[config.mk]
export PLATFORM = sky130hd
export DESIGN_NAME = proto_matrix_sequencer
export DESIGN_NICKNAME = d
export VERILOG_FILES = /design/src/rtl/proto_matrix_sequencer.sv
export SDC_FILE = /design/constraint.sdc
export NUM_CORES = 1
export LEC_CHECK = 0
export CORE_MARGIN = 2
export CORE_UTILIZATION = 46
export DETAILED_ROUTE_END_ITERATION = 12
export HOLD_SLACK_MARGIN = 0.12
export PLACE_DENSITY = 0.75
export SETUP_SLACK_MARGIN = 0.15
export SLEW_MARGIN = 20
export SYNTH_ARGS = -nofsm -noshare
export SYNTH_HDL_FRONTEND = slang
export SYNTH_SLANG_ARGS = --single-unit
[constraint.sdc]
create_clock -name clk -period 1.9 [get_ports clk]
set_input_delay 0.38 -clock clk [delete_from_list [all_inputs] [get_ports clk]]
set_output_delay 0.38 -clock clk [all_outputs]
set_load 0.1 [all_outputs]
[src/rtl/proto_matrix_sequencer.sv]
// -----------------------------------------------------------------------------
// proto_matrix_sequencer
//
// Walks the QC-LDPC prototype parity matrix, row by row and column by column,
// and hands one block command per circulant to the shift/accumulate datapath.
// The prototype matrix lives in an external ROM with a combinational read.
// Each ROM word is either a cyclic shift in 0..Z-1 or the all-ones null code.
// Null blocks can optionally be dropped, except in the last column. That way
// every row still closes with an end-of-row beat.
//
// Ports
//   clk        rising-edge clock
//   rst_n      asynchronous active-low reset
//   start      begin a scan (only honoured while idle)
//   abort      synchronous cancel, highest priority
//   busy       scan in progress (cycle after start .. done pulse)
//   done       one-cycle pulse after the last beat is accepted
//   err        sticky illegal-entry flag, cleared by the next accepted start
//   rom_addr   registered ROM address, row*COLS+col
//   rom_data   combinational ROM read of rom_addr
//   out_valid  command valid
//   out_ready  downstream accept
//   out_row    block row
//   out_col    block column
//   out_shift  cyclic shift (0 for null blocks)
//   out_null   block is a zero circulant
//   out_eor    last column of the row
//   out_last   last block of the matrix
// -----------------------------------------------------------------------------
module proto_matrix_sequencer #(
  parameter int Z         = 54,
  parameter int ROWS      = 4,
  parameter int COLS      = 24,
  parameter int SHIFTW    = $clog2(Z),
  parameter bit SKIP_NULL = 1'b1,
  localparam int AW       = $clog2(ROWS * COLS),
  localparam int RW       = (ROWS > 1) ? $clog2(ROWS) : 1,
  localparam int CW       = (COLS > 1) ? $clog2(COLS) : 1
) (
  input  logic              clk,
  input  logic              rst_n,
  input  logic              start,
  input  logic              abort,
  output logic              busy,
  output logic              done,
  output logic              err,
  output logic [AW-1:0]     rom_addr,
  input  logic [SHIFTW-1:0] rom_data,
  output logic              out_valid,
  input  logic              out_ready,
  output logic [RW-1:0]     out_row,
  output logic [CW-1:0]     out_col,
  output logic [SHIFTW-1:0] out_shift,
  output logic              out_null,
  output logic              out_eor,
  output logic              out_last
);

  typedef enum logic [1:0] {
    IDLE,
    SCAN,
    DRAIN
  } state_t;

  localparam logic [SHIFTW-1:0] NULL_CODE = '1;
  // When Z reaches the null code there is no code left that can be illegal.
  localparam bit              NO_ILLEGAL = (Z >= (1 << SHIFTW) - 1);
  localparam logic [SHIFTW-1:0] Z_CODE   = NO_ILLEGAL ? '1 : SHIFTW'(Z);
  localparam logic [RW-1:0]   ROW_MAX    = RW'(ROWS - 1);
  localparam logic [CW-1:0]   COL_MAX    = CW'(COLS - 1);

  state_t          state_reg;
  logic [RW-1:0]   row_reg;
  logic [CW-1:0]   col_reg;

  // Entry classification of the word currently presented by the ROM.
  logic entry_is_null_code;
  logic entry_illegal;
  logic entry_null;
  logic at_eor;
  logic at_end;
  logic out_free;
  logic emit_entry;

  always_comb begin
    entry_is_null_code = (rom_data == NULL_CODE);
    entry_illegal      = !NO_ILLEGAL && !entry_is_null_code && (rom_data >= Z_CODE);
    // Illegal shifts are demoted to null blocks so the datapath never sees them.
    entry_null         = entry_is_null_code || entry_illegal;
    at_eor             = (col_reg == COL_MAX);
    at_end             = at_eor && (row_reg == ROW_MAX);
    // The output register can take a new entry when it is empty or being drained.
    out_free           = !out_valid || out_ready;
    // The last column is always emitted so the row-close beat is never lost.
    emit_entry         = !(SKIP_NULL && entry_null && !at_eor);
  end

  always_ff @(posedge clk or negedge rst_n) begin
    if (!rst_n) begin
      state_reg <= IDLE;
      row_reg   <= '0;
      col_reg   <= '0;
      rom_addr  <= '0;
      busy      <= 1'b0;
      done      <= 1'b0;
      err       <= 1'b0;
      out_valid <= 1'b0;
      out_row   <= '0;
      out_col   <= '0;
      out_shift <= '0;
      out_null  <= 1'b0;
      out_eor   <= 1'b0;
      out_last  <= 1'b0;
    end else if (abort) begin
      // Cancel silently: no done pulse, err keeps whatever it has seen.
      state_reg <= IDLE;
      row_reg   <= '0;
      col_reg   <= '0;
      rom_addr  <= '0;
      busy      <= 1'b0;
      done      <= 1'b0;
      out_valid <= 1'b0;
    end else begin
      case (state_reg)
        IDLE: begin
          done <= 1'b0;
          if (start) begin
            state_reg <= SCAN;
            row_reg   <= '0;
            col_reg   <= '0;
            rom_addr  <= '0;
            busy      <= 1'b1;
            err       <= 1'b0;
            out_valid <= 1'b0;
          end
        end

        SCAN: begin
          // Under backpressure nothing moves: address, counters and payload hold.
          if (out_free) begin
            if (entry_illegal) begin
              err <= 1'b1;
            end

            if (emit_entry) begin
              out_valid <= 1'b1;
              out_row   <= row_reg;
              out_col   <= col_reg;
              out_shift <= entry_null ? '0 : rom_data;
              out_null  <= entry_null;
              out_eor   <= at_eor;
              out_last  <= at_end;
            end else begin
              // Entry consumed with no beat; any previous beat has just drained.
              out_valid <= 1'b0;
            end

            if (at_end) begin
              // The final entry is always emitted, so DRAIN owns a last beat.
              state_reg <= DRAIN;
            end else begin
              rom_addr <= rom_addr + AW'(1);
              if (at_eor) begin
                col_reg <= '0;
                row_reg <= row_reg + RW'(1);
              end else begin
                col_reg <= col_reg + CW'(1);
              end
            end
          end
        end

        DRAIN: begin
          if (done) begin
            // busy stays up through the done cycle and falls the cycle after.
            done      <= 1'b0;
            busy      <= 1'b0;
            state_reg <= IDLE;
            row_reg   <= '0;
            col_reg   <= '0;
            rom_addr  <= '0;
          end else if (out_valid && out_ready && out_last) begin
            done      <= 1'b1;
            out_valid <= 1'b0;
          end
        end

        default: begin
          state_reg <= IDLE;
        end
      endcase
    end
  end

endmodule

### Word-level counts from Yosys, hierarchy flattened

Cells that the tools add are included.

| word-level totals | value |
|---|---|
| register bits after elaboration | 36 |
| input port bits | 11 |
| output and inout port bits | 27 |
| word-level logic and storage cells | 101 |

| operators by class | value |
|---|---|
| add/subtract/negate cells | 3 |
| magnitude comparators | 1 |
| equal/unequal tests | 16 |
| multiplexer cells | 44 |
| bitwise operators | 2 |
| reductions and logical operators | 21 |

Operators with widths:

| cell | number |
|---|---|
| $mux W7 | 5 |
| $mux W5 | 6 |
| $ne A3 B3 Y1 const B | 8 |
| $pmux W7 S3 | 1 |
| $mux W2 | 10 |
| $pmux W5 S3 | 1 |
| $reduce_and A5 Y1 | 3 |
| $mux W1 | 14 |
| $pmux W2 S3 | 2 |
| $reduce_and A4 Y1 | 2 |
| $add A7 B1 Y7 const B | 1 |
| $eq A6 B6 Y1 const B | 1 |
| $ge A6 B6 Y1 const B | 1 |
| $mux W6 | 1 |
| $ne A2 B2 Y1 const B | 3 |
| $pmux W1 S2 | 3 |
| $reduce_and A6 Y1 | 1 |
| $add A5 B1 Y5 const B | 1 |
| $eq A5 B5 Y1 const B | 1 |
| $logic_and A1 B1 Y1 | 5 |
| $eq A2 B2 Y1 const B | 2 |
| $reduce_bool A4 Y1 | 1 |
| $logic_not A1 Y1 | 3 |
| $pmux W1 S3 | 1 |
| 8 further kinds | 10 |

### Logic depth before layout (Yosys ltp)

| depth | value |
|---|---|
| word-level depth | 9 |
| depth in mapped cells | 6 |
| gate-level depth less buffers | 5 |

### Worst setup path before layout

OpenSTA, ideal clock, no wires.

| timing | value |
|---|---|
| path kind | reg2reg |
| start point | reg out_valid |
| end point | reg rom_addr[0] |
| library setup time | 126 ps |
| arrival time | 2065 ps |
| required time | 1774 ps |
| setup slack | -290 ps |
| stages on the path, launching flop included | 5 |
| buffers on the path | 0 |
| period minus slack after synthesis | 2190 ps |
| cell sequence | dfrtp_1 > nand2b_1 > a21oi_2 > or3_4 > mux2_4 |

| on the way | value |
|---|---|
| word-level cells in the longest chain between the ends | 4 |

RTL lines:

| element | RTL line | source |
|---|---|---|
| start: declaration | 49 | `output logic out_valid,` |
| start signal: assignment | 107 | `out_valid <= 1'b0;` |
| start signal: assignment | 122 | `out_valid <= 1'b0;` |
| start signal: assignment | 134 | `out_valid <= 1'b0;` |
| $logic_not A1 Y1 | 93 | `out_free = !out_valid \|\| out_ready;` |
| $logic_or A1 B1 Y1 | 93 |  |
| $ne A3 B3 Y1 (no source line) | - |  |
| $reduce_and A5 Y1 (no source line) | - |  |
| end signal: assignment | 162 | `rom_addr <= rom_addr + AW'(1);` |
| end: declaration | 47 | `output logic [AW-1:0] rom_addr,` |

No other way between the ends.
A chain may end at the register's enable or synchronous reset.

### Final worst setup path

| timing | value |
|---|---|
| start point | reg col_reg[0] |
| end point | reg out_row[0] |

| on the way | value |
|---|---|
| word-level cells in the longest chain between the ends | 5 |

RTL lines:

| element | RTL line | source |
|---|---|---|
| start: declaration | 74 | `logic [CW-1:0] col_reg;` |
| start signal: assignment | 167 | `col_reg <= col_reg + CW'(1);` |
| $eq A5 B5 Y1 | 90 | `at_eor = (col_reg == COL_MAX);` |
| $logic_not A1 Y1 | 95 | `emit_entry = !(SKIP_NULL && entry_null && !at_eor);` |
| $logic_and A1 B1 Y1 | 95 |  |
| $not A1 Y1 (no source line) | - |  |
| $reduce_and A4 Y1 (no source line) | - |  |
| end signal: assignment | 147 | `out_row <= row_reg;` |
| end: declaration | 51 | `output logic [RW-1:0] out_row,` |

No other way between the ends.

==> results by group <==
Power and ir drop
  – Leak: 1.31 nW
  – VDD IR max: between 0.0007 and 0.0008 V
  – Total power: around 0.0021 W
  – Power Density: around 740 nW/um^2

Worst hold path
  – Worst hold path endpoint: out_shift[3]
  – Worst hold path cell count: 2
  – Hold/Removal Path Class: reg2reg
  – Hold Crit Start: out_shift[3]

Routing
  – DRT antenna net count: 0
  – Routed vias/inst: ~5.8
  – Post-Route WL: a little under 5 mm
  – 1st-pass router iterations: 4
  – DR vias: between 1.5k and 2k
  – Post-route DRC: 0
  – Drt wl/cell: 16.6 um
  – Initial DRC count: 100

Cells and area
  – Final Net Count: approximately 260
  – Most frequent cells in the layout: buf_4 (44), dfrtp_1 (27), buf_12 (18)
  – Area grow syn2layout: 55.3%
  – Share of layout cells above drive strength 1: 0.437
  – Non-filler cells in the finished layout: between 200 and 300
  – N_diodes: 0
  – Fin util: 0.729
  – Reg with most FFs: rom_addr
  – Flip-flop count of the largest register after layout: 7
  – Biggest regs: rom_addr (7), out_shift (6)
  – Commonest non-fill, non-tap cell in the layout: buf_4

Timing
  – Slew HR: 0.663
  – Clock Skews: around 10 ps
  – Transition time of the tightest slew-check pin: around 500 ps
  – Setup WS post-layout: around 160 ps
  – Fmax: between 500 and 600 MHz
  – Final hold vios: 0
  – Final Cycle Share: 0.917
  – Hold slack: ~500 ps
  – Pins Over Slew Limit: 0
  – # setup viols final: 0
  – Post-layout min period: 1740 ps
  – RSZ-0062 raised after global routing: true

Clocking
  – H-Tree Depth: 2
  – Hold_buf cts: 0
  – Worst skew pair latency: 290 ps
  – Clk pin slew, worst setup/hold paths: about 70 ps
  – Cts bufs inserted: 5
  – TritonCTS clock tree: built
  – Longest Clk Path Bufs: 2
  – Root buffer cell: clkbuf_8
  – Clk sinks: 36

Global route
  – GR Util met1: 0.286
  – Vias in the first global route: 1766
  – First-pass GRT wire length: 8.14 mm
  – GRT Total Usage: 0.241
  – M2 GR Usage: 0.418
  – Initial antenna violation count: 0
  – GR Util met3: 0.0583
  – GR peak layer: met2
  – Largest net degree at the start of global routing: 37
  – GRT overflow: 0

Synth
  – Post-Synth Adder-Cell Area: 0.0203
  – Post-Synthesis Cell Area: roughly 1900 sq um
  – Syn Inst Count: around 170
  – Synthesized Nets: roughly 180
  – Synth cell types: 47
  – Post-Synth Simple-Gate Area: 0.183
  – Main synth FF type: dfrtp_1
  – Avg Synthesized Cell Area: 11.0 sq um
  – Sequential share of the synthesized area: 0.487
  – Combinational family with the most area after synthesis: compound AO/OA/AOI/OAI gates
  – Synthesized-area fraction occupied by ao, oa, aoi and oai cells: 0.193
  – Mux share of post-synthesis cell area: 0.0805
  – Asr flop ratio synth: 1.00
  – Xor and xnor area share after synthesis: 0
  – Post-synthesis register bit count: 36
  – Number of synthesized flops with an enable pin: 0
  – Synth warn: 0

Setup path
  – Flop2flop setup slack: 160 ps
  – Largest stage delay, worst path: between 400 and 500 ps
  – Cell Chain, Critical Path: ha_4 -> and4b_4 -> o311ai_4 -> buf_6 -> mux2_4
  – CP Launch Type: flip-flop
  – Reg2reg start: col_reg[0]
  – Worst EP arrival: ~1900 ps
  – CP max stage cell: dfrtp_1
  – CP Max Fanout: 6
  – Reg2reg end: out_row[0]
  – Critical setup path kind: reg2reg
  – Worst Reg-to-Reg Cells: 5
  – Required time at the worst-slack endpoint: 2070 ps
  – Crit. End Element: flip-flop

Placed design
  – Placed wire-length estimate: about 3.5 mm
  – Port bufs: 37
  – DP Cell Count: 280
  – Final GP Congestion: 0.930
  – DP Worst Slack: -171 ps

Job
  – Max-cap viol count: 0

Floorplanning
  – Core Rows: 23
  – Ports: 38
  – Die area: 4550 sq um
  – Die Span X: slightly below 70 um
  – Core ar.: 3940 sq um
  – Starting Density: 0.469
  – Height of the die: slightly below 70 um

Run status
  – Status: finished clean
logic make-up (layout without fill, tap and decap cells):
family / after synthesis / after routing
fa+ha+maj: 3 / 3
buf+inv: 9 / 86
flops: 36 / 36
simple gates: 61 / 61
compound gates: 46 / 46
mux: 13 / 13
metrics by stage:
step                      instance area (sq um)  setup TNS (ps)
final                                      2870               0
after global routing                       2870               0
after CTS                                  2770               0
after detailed placement                   2640           -2840
after global placement                     2640           -2080
after floorplan                            1870               0
worst max path at each step:
stage                from          end  slack (ps)
2_1_floorplan   out_valid  rom_addr[0]          60
3_3_place_gp        abort  rom_addr[0]        -120
3_5_place_dp        abort  rom_addr[4]        -170
4_1_cts        row_reg[0]  rom_addr[0]         150
5_1_grt        col_reg[0]   out_row[1]         110
6_report       col_reg[0]   out_row[0]         160
cell type report:
class / count / area [sq um]
clock buffers: 8 / 100
fillers: 251 / 1070
inverters: 3 / 11.3
multi-input cells: 123 / 962
flip-flops and latches: 36 / 915
well taps: 50 / 62.6
repair buffers: 75 / 823
critical path: cells and delay by family (launching register included):
kind	cells	cell delay, ps
AO/OA/AOI/OAI	1	340
adder cells (fa/ha/maj)	1	200
buffers and inverters	1	180
flip-flops	1	420
multiplexers	1	300
AND/OR/NAND/NOR	1	190
routing by layer:
layer,vias to the layer above,share of wire
li1,777,-
met5,-,0
met3,7,0.063
met2,76,0.52
met1,845,0.41
met4,0,0.011
synth_stat cells (all sizes together), types with 2 or more instances:
cell type	instances	area, sq um
o21a	2	15.0
inv	3	11.3
a21o	2	15.0
nor3	6	35.0
nand4	2	12.5
nor2b	2	12.5
o31ai	5	37.5
mux2	9	109
a22o	7	61.3
nand3	9	45.0
dfrtp	36	901
mux2i	4	40.0
a21oi	6	33.8
nor2	11	43.8
ha	3	37.5
o21ai	8	43.8
buf	6	57.6
a211o	2	18.8
nand2b	9	56.3
a211oi	4	30.0
o311ai	2	35.0
nand2	14	52.6
what timing repair did:
item	4_1_cts	5_1_grt
gates cloned	0	0
buffers inserted	3	4
gates resized for setup	3	18
endpoints found under the setup margin	17	20
pin swaps	1	3
endpoints found under the hold margin	0	0
power by group:
| part | switching (W) | internal (W) | leakage, nW | total, W |
|---|---|---|---|---|
| clock network | 0.000268 | 0.000331 | 0.0515 | 0.000599 |
| registers | 0.0000430 | 0.000814 | 0.472 | 0.000857 |
| logic | 0.000456 | 0.000204 | 0.782 | 0.000661 |
| total | 0.000768 | 0.00135 | 1.31 | 0.00212 |
(Power assumes the default switching activity.)
